<file path="config.mk">
export PLATFORM = sky130hd
export DESIGN_NAME = wrapper_packet_deconstruct_fifo
export DESIGN_NICKNAME = d
export VERILOG_FILES = /design/src/rtl/wrapper_packet_deconstruct_fifo.sv
export SDC_FILE = /design/constraint.sdc
export NUM_CORES = 1
export LEC_CHECK = 0
export ABC_AREA = 0
export BUFFER_PORTS_ARGS = -buffer_cell sky130_fd_sc_hd__buf_4
export CORE_ASPECT_RATIO = 0.8
export CORE_MARGIN = 2
export CORE_UTILIZATION = 45
export DETAILED_ROUTE_END_ITERATION = 8
export GPL_TIMING_DRIVEN = 0
export PLACE_DENSITY = 0.75
export SLEW_MARGIN = 20
export SYNTH_ARGS = -nofsm -noshare
export SYNTH_HDL_FRONTEND = slang
export SYNTH_SLANG_ARGS = --single-unit
</file>
<file path="constraint.sdc">
create_clock -name hclk -period 33.5 [get_ports hclk]
set_input_delay 3.35 -clock hclk [delete_from_list [all_inputs] [get_ports hclk]]
set_output_delay 3.35 -clock hclk [all_outputs]
set_load 0.005 [all_outputs]
</file>
<file path="src/rtl/wrapper_packet_deconstruct_fifo.sv">
// Read-side packet deconstructor with a DEPTH-entry packet FIFO. Software drains
// the head packet 32 bits at a time through the data region and controls/monitors
// the FIFO through a single status word.
module wrapper_packet_deconstruct_fifo #(
  parameter int ADDRWIDTH   = 11,
  parameter int PACKETWIDTH = 256,
  parameter int DEPTH       = 2,
  parameter int POP_MODE    = 0,
  localparam int PSW        = ADDRWIDTH - $clog2(PACKETWIDTH / 8),
  localparam int LW         = $clog2(DEPTH + 1)
) (
  input  logic                   hclk,
  input  logic                   hresetn,
  input  logic [ADDRWIDTH-1:0]   addr,
  input  logic                   read_en,
  input  logic                   write_en,
  input  logic [3:0]             byte_strobe,
  input  logic [31:0]            wdata,
  output logic [31:0]            rdata,
  output logic                   wready,
  output logic                   rready,
  input  logic [PACKETWIDTH-1:0] packet_data,
  input  logic                   packet_data_last,
  input  logic [PSW-1:0]         packet_data_remain,
  input  logic                   packet_data_valid,
  output logic                   packet_data_ready,
  output logic [PSW:0]           block_packet_count,
  output logic [LW-1:0]          fifo_level,
  output logic                   deconstructor_ready
);

  localparam int NWORDS = PACKETWIDTH / 32;
  localparam int WSW    = (NWORDS > 1) ? $clog2(NWORDS) : 1;
  localparam int PW     = (DEPTH > 1) ? $clog2(DEPTH) : 1;

  logic [PACKETWIDTH-1:0] mem_data   [DEPTH];
  logic [PSW-1:0]         mem_remain [DEPTH];
  logic                   mem_last   [DEPTH];
  logic                   mem_first  [DEPTH];

  logic [PW-1:0]     rd_ptr, wr_ptr;
  logic [LW-1:0]     level;
  logic [NWORDS-1:0] flags;
  logic              start;
  logic              underflow;
  logic [PSW:0]      bpc;

  logic              status_sel, empty, full, flush, clr_uf;
  logic              push, pop, data_rd, rd_ok;
  logic [WSW-1:0]    word_sel;
  logic [NWORDS-1:0] cur_bit;
  logic              head_last;
  logic [31:0]       status_word;
  logic              unused_bits;

  function automatic logic [PW-1:0] ptr_next(input logic [PW-1:0] p);
    return (DEPTH == 1) ? '0 : p + PW'(1);
  endfunction

  assign unused_bits = ^{byte_strobe[3:1], wdata[31:2], addr[1:0], addr[ADDRWIDTH-2:WSW+2]};

  // Decode strobes, FIFO state flags and release condition
  always_comb begin
    status_sel = addr[ADDRWIDTH-1];
    word_sel   = (NWORDS == 1) ? '0 : addr[WSW+1:2];
    cur_bit    = NWORDS'(1) << word_sel;
    empty      = (level == '0);
    full       = (level == LW'(DEPTH));
    flush      = write_en && status_sel && byte_strobe[0] && wdata[0];
    clr_uf     = write_en && status_sel && byte_strobe[0] && wdata[1];
    push       = packet_data_valid && !full && !flush;
    data_rd    = read_en && !status_sel;
    rd_ok      = data_rd && !empty;
    pop        = 1'b0;
    if (POP_MODE == 0) pop = rd_ok && (&(flags | cur_bit));
    else               pop = rd_ok && (word_sel == WSW'(NWORDS - 1));
    head_last  = !empty && mem_last[rd_ptr];
    status_word = {16'(bpc), 4'b0000, underflow, head_last, full, empty, 8'(level)};
  end

  // Register-side read data and handshake outputs
  always_comb begin
    rdata = '0;
    if (read_en) begin
      if (status_sel)  rdata = status_word;
      else if (!empty) rdata = mem_data[rd_ptr][word_sel*32 +: 32];
    end
    rready              = status_sel ? 1'b1 : !empty;
    wready              = 1'b1;
    packet_data_ready   = !full && !flush;
    deconstructor_ready = !empty;
    fifo_level          = level;
    block_packet_count  = bpc;
  end

  // Packet storage; contents are only observed through valid head entries
  always_ff @(posedge hclk) begin
    if (push) begin
      mem_data[wr_ptr]   <= packet_data;
      mem_remain[wr_ptr] <= packet_data_remain;
      mem_last[wr_ptr]   <= packet_data_last;
      mem_first[wr_ptr]  <= start;
    end
  end

  // Pointers, level, read flags, block tracking and sticky underflow
  always_ff @(posedge hclk or negedge hresetn) begin
    if (!hresetn) begin
      rd_ptr    <= '0;
      wr_ptr    <= '0;
      level     <= '0;
      flags     <= '0;
      start     <= 1'b1;
      underflow <= 1'b0;
      bpc       <= '0;
    end else begin
      if (flush) begin
        rd_ptr <= '0;
        wr_ptr <= '0;
        level  <= '0;
        flags  <= '0;
        start  <= 1'b1;
      end else begin
        if (push) begin
          wr_ptr <= ptr_next(wr_ptr);
          start  <= packet_data_last;
        end
        if (pop) begin
          rd_ptr <= ptr_next(rd_ptr);
          flags  <= '0;
        end else if (rd_ok) begin
          flags <= flags | cur_bit;
        end
        case ({push, pop})
          2'b10:   level <= level + LW'(1);
          2'b01:   level <= level - LW'(1);
          default: level <= level;
        endcase
      end
      // an underflow in the same cycle as a clear is kept so the event is not lost
      if (data_rd && empty) underflow <= 1'b1;
      else if (clr_uf)      underflow <= 1'b0;
      if (!empty && mem_first[rd_ptr])
        bpc <= {1'b0, mem_remain[rd_ptr]} + (PSW + 1)'(1);
    end
  end

endmodule

</file>
; After elaboration in Yosys (flattened, before gate mapping)
; Memories as Yosys holds them, arrays and structs flattened.
; Cells that the tools add are included.
[op_classes]
bitwise_logic = 1
shift = 2
muxes = 19
add_sub_neg = 5
reduce_logical = 24
n_eq_ne = 3
[op_table]
columns = cell, n
row1 = $shiftx 256x9->32, 1
row2 = $mux 32, 3
row3 = $mux 8, 3
row4 = $logic_and 1x1->1, 13
row5 = $mux 1, 11
row6 = $or 8x8->8, 1
row7 = $reduce_and 8->1, 1
row8 = $shl 1x3->8 const A, 1
row9 = $add 6x1->7 const B, 1
row10 = $reduce_bool 2->1, 3
row11 = $reduce_bool 3->1, 2
row12 = $eq 2x2->1 const B, 2
row13 = $logic_not 1->1, 4
row14 = $pmux 2 s2, 1
row15 = $add 1x1->1 const B, 2
row16 = $add 2x1->2 const B, 1
row17 = $eq 2x1->1 const B, 1
row18 = $logic_not 2->1, 1
row19 = $mux 2, 1
row20 = $sub 2x1->2 const B, 1
[word_totals]
input_bits = 315
elab_cells = 65
mem_bits_rw = 528
regBits = 21
memories = 4
[mem_list]
columns = memory, depth, width, rd, rd_clocked_by_memory_dff, wr, line
row1 = mem_data, 2, 256, 1, 0, 1, 36  ; logic [PACKETWIDTH-1:0] mem_data [DEPTH];
row2 = mem_remain, 2, 6, 1, 0, 1, 37  ; logic [PSW-1:0] mem_remain [DEPTH];
row3 = mem_first, 2, 1, 1, 0, 1, 39  ; logic mem_first [DEPTH];
row4 = mem_last, 2, 1, 1, 0, 1, 38  ; logic mem_last [DEPTH];

; Longest topological paths before layout
[depth]
word_depth = 8
ltp_mapped = 10
depth_no_buf = 6

; Least setup slack after synthesis
; OpenSTA, ideal clock, no wires.
[synth_path]
kind = input-to-reg
start = in addr[10]
end = mem mem_data[1][0], enable pin
path_slack_ps = 9287
cell_stages = 4
arrival_time_ps = 22947
setup_time_ps = 1267
path_buffers = 2
required_ps = 32233
cell_sequence = clkbuf_1 > and4_1 > clkbuf_1 > nor3b_1
[synth_between]
elab_chain_cells = 7
[synth_rtl]
columns = element, line
row1 = from (decl), 14  ; input logic [ADDRWIDTH-1:0] addr,
row2 = $logic_and 1x1->1 (3 in series), 69  ; flush = write_en && status_sel && byte_strobe[0] && wdata[0];
row3 = $logic_not 1->1, 71  ; push = packet_data_valid && !full && !flush;
row4 = $logic_and 1x1->1, 71
row5 = $mux 1, 98  ; if (push) begin
row6 = $mux 1 (implied by the code), 99  ; mem_data[wr_ptr] <= packet_data;
row7 = to (decl), 36
; No other way between the ends.

; Final worst setup path
[layout_path]
start = in addr[3]
end = out rdata[30]
[layout_between]
elab_chain_cells = 4
[layout_rtl]
columns = element, line
row1 = $shiftx 256x9->32, 86  ; else if (!empty) rdata = mem_data[rd_ptr][word_sel*32 +: 32];
row2 = $mux 32, 86
row3 = $mux 32, 85  ; if (status_sel) rdata = status_word;
row4 = $mux 32, 84  ; if (read_en) begin
row5 = to (decl), 19  ; output logic [31:0] rdata,
; No other way between the ends.

==> results.json <==
{
  "run_status": "finished clean",
  "routed_via_count_divided_by_cell_count": 5.55,
  "core.rowCount": 71,
  "cp_capture_type": "output pin",
  "synth_area_per_cell_um2": 22.7,
  "slew_violations": 0,
  "die_area_mm2": 0.0490,
  "numClockSinks": 549,
  "timing.final.crit_period_ps": 9180,
  "vias": 11300,
  "startpoint_type": "input pin",
  "cellLeakagePower_nw": 9.46,
  "layout.cells.non_filler": 2036,
  "worstSkewPairLatency_ps": 590,
  "post_synthesis_register_bit_count": 549,
  "route.antenna.remaining_nets": 0,
  "post-cts-setup-buffers": 0,
  "synth.area.mux_share": 0.173,
  "via_count_of_the_first_global_routing_pass": 11800,
  "nNetsFinal": 1689,
  "worst_hold_path.endpoint": "flags[2]",
  "ys_types": 54,
  "die_h_um": 198,
  "fin_total_pwr_mw": 1.85,
  "path_class": "input pin to output pin",
  "cts_inserted_buffers": 53,
  "top_level_ports": 360,
  "min_from": "flags[2]",
  "timing.slew.headroom": 0.301,
  "worst_slew_pin_slew_ps": 1050,
  "drc_errors": 0,
  "tritoncts_clock_tree": "yes",
  "share_clk_of_total_power": 0.305,
  "grt_max_degree": 22,
  "peak_supply_drop_mv": 0.0540,
  "synth_sequential_area_ratio": 0.771,
  "hpwlAfterDp_mm": 38.0,
  "synthesized_area_fraction_occupied_by_ao_oa_aoi_and_oai_cells": 0.0192,
  "worst_hold_path_type": "flop to flop",
  "die_w_um": 247,
  "post-place-cells": 1938,
  "drt_pre_antenna_iters": 5,
  "netlist_top_cells_area": "sky130_fd_sc_hd__edfxtp_1 75%, sky130_fd_sc_hd__mux4_2 15%, sky130_fd_sc_hd__dfrtp_1 2.4%, sky130_fd_sc_hd__mux2_2 1.3%, sky130_fd_sc_hd__mux2i_1 0.85%",
  "critical_path_arrival_ps": 5830,
  "worst_r2r_startpoint": "fifo_level[0]",
  "drt-total-wl_mm": 52.1,
  "mostFrequentLayoutCell": "sky130_fd_sc_hd__edfxtp_1",
  "post_route_cells_drive_above_1_share": 0.462,
  "buffer_ports.inserted": 317,
  "drt-wirelength-per-cell_um": 25.6,
  "floorplan.initialDensity": 0.454,
  "rr_endpoint": "mem_data[0][159]",
  "fmax_ghz": 0.109,
  "edff_count_synth": 528,
  "final_min_period_over_clock_period": 0.274,
  "synth_top_area_frac": 0.746,
  "cts_repair_resize_count": 0,
  "critical_path.cell_chain": "buf_4 > buf_2 > buf_1 > mux4_2 > mux4_2 > and2_1 > buf_4",
  "worst_ep_required_time_ps": 30150,
  "hold_viol": 0,
  "critical_path_buf_inv_count": 4,
  "drt_first_iter_violations": 933,
  "synth.net_count": 1254,
  "core_region_area_mm2": 0.0468,
  "synth_simple_gate_area_share": 0.0200,
  "ctsHtreeMaxLevel": 2,
  "worstHoldPathCells": 2,
  "clock-skew-final_ps": 28.4,
  "p_comb_frac": 0.171,
  "grt_usage": 0.214,
  "timing.max_cap.violations": 0,
  "layout.cells.most_common_list": "528 x sky130_fd_sc_hd__edfxtp_1, 365 x sky130_fd_sc_hd__buf_4, 142 x sky130_fd_sc_hd__mux4_2",
  "grt_antenna_before_repair": 3,
  "post_synth_fa_ha_maj_area_fraction": 0.000589,
  "place_congestion": 0.808,
  "synthesis.instances": 938,
  "reg2reg_depth": 10,
  "clock-root-buffer": "sky130_fd_sc_hd__clkbuf_16",
  "area_used_by_multi_input_combinational_logic_mm2": 0.00460,
  "power.switching_mw": 0.455,
  "yosysWarnings": 0,
  "intPower_mw": 1.39,
  "overflow": 0,
  "cpLargestDelayFamily": "buffers and inverters",
  "r2r_slack_ps": 29980,
  "rsz0062_at_grt": "false",
  "finish.utilization": 0.568,
  "grt_first_pass_wirelength_mm": 75.7,
  "sw_frac_of_total": 0.247,
  "synthArstFlopShare": 0.0383,
  "synth_top_family_by_area": "multiplexers",
  "ctsLongestPathBuffers": 3,
  "post_synthesis_cell_type_with_the_largest_combined_area": "sky130_fd_sc_hd__edfxtp_1",
  "syn-cell-area_mm2": 0.0213,
  "setup_viol": 0,
  "synth_xor_xnor_area_share": 0.00288,
  "critical_path.slowest_cell": "sky130_fd_sc_hd__buf_1",
  "regArea_mm2": 0.0164,
  "power-per-cell-area_mw_per_mm2": 69.4,
  "synth-main-ff-cell": "sky130_fd_sc_hd__edfxtp_1",
  "portion_of_total_power_attributed_to_sequential_cells": 0.523,
  "n_fill_cell": 3452,
  "setup-tns-final_ps": 0,
  "cp_slowest_stage_delay_ps": 820,
  "cts_hold_repair.buffers": 0,
  "clk_pin_slew_worst_paths_ps": 60,
  "areaGrowthSynthToFinish_pct": 25.1,
  "critical_path_maximum_fanout": 10
}
[worst max path at each step]
stage | startpoint | endpoint | slack (ps) | cells after the start
finish | addr[3] | rdata[30] | 24320 | 7
global route | addr[3] | rdata[30] | 24210 | 7
CTS | addr[3] | rdata[4] | 24240 | 7
detailed placement | addr[3] | rdata[4] | 24240 | 7
global placement | addr[10] | mem_data[1][13] | -470 | 5
floorplan | addr[10] | mem_data[1][0] | 9290 | 4
[power groups by stage]
| stage | combinational (mW) | clock (mW) | sequential [mW] |
|---|---|---|---|
| floorplan | 0.164 | 0 | 1.07 |
| global placement | 0.267 | 0 | 1.14 |
| detailed placement | 0.317 | 0 | 0.980 |
| CTS | 0.318 | 0.577 | 0.967 |
| global route | 0.339 | 0.602 | 0.977 |
| finish | 0.316 | 0.563 | 0.966 |
[cells by family (layout without fill, tap and decap cells)]
family,after synthesis,after routing
adders and majority gates,1,1
AOI/OAI and AO/OA,62,62
DFF,549,549
xor gates and xnor gates,7,7
muxes,185,185
other,1,3
and+or+nand+nor,80,80
buffers and inverters,53,529
[flip-flops by register name (all words and copies together) (netlist names), 2 cells and up]
name,count
mem_data,512
mem_remain,12
flags,8
block_packet_count,7
fifo_level,2
mem_first,2
mem_last,2
[worst min-delay path, delay by kind of cell (launching register included)]
kind / cells / cell delay, ps
flip-flops: 1 / 370
AND/OR/NAND/NOR: 1 / 80
AO/OA/AOI/OAI: 1 / 50
[through the flow]
stage / setup slack (ps) / instance area (um2) / hold WS (ps)
2_1_floorplan: 9290 / 21300 / 448
3_3_place_gp: -468 / 24400 / 494
3_5_place_dp: 24240 / 25000 / 518
4_1_cts: 24240 / 26600 / 533
5_1_grt: 24210 / 26600 / 561
6_report: 24320 / 26600 / 538
[layer usage]
layer | global-route usage | vias up | wire length (um)
met5 | 0 | - | 0
met3 | 0.0465 | 79 | 4130
met1 | 0.302 | 5888 | 21600
li1 | - | 4835 | -
met4 | 0.0651 | 0 | 1270
met2 | 0.336 | 502 | 25100
[cells in the mapped netlist, drive strengths merged (3+ instances only)]
| library cell | count |
|---|---|
| mux2 | 24 |
| mux2i | 18 |
| and2 | 20 |
| a221o | 3 |
| nand2 | 12 |
| a21oi | 16 |
| mux4 | 143 |
| nand4 | 3 |
| buf | 33 |
| o22ai | 3 |
| a22o | 5 |
| nand3 | 5 |
| xor2 | 5 |
| nor2b | 4 |
| o21bai | 3 |
| clkbuf | 16 |
| a22oi | 4 |
| nor2 | 20 |
| inv | 4 |
| o21ai | 13 |
| edfxtp | 528 |
| dfrtp | 20 |
| nor3 | 6 |
[area by class of cell]
class / instances / share of cell area
clock buffers: 63 / 0.0521
repair buffers: 380 / 0.110
plain buffers: 49 / 0.0104
flip-flops and latches: 549 / 0.616
multi-input cells: 336 / 0.173
clock inverters: 33 / 0.00903
well taps: 620 / 0.0292
diodes: 2 / 0.000188
inverters: 4 / 0.000565
Power figures use the tool's default switching activity.
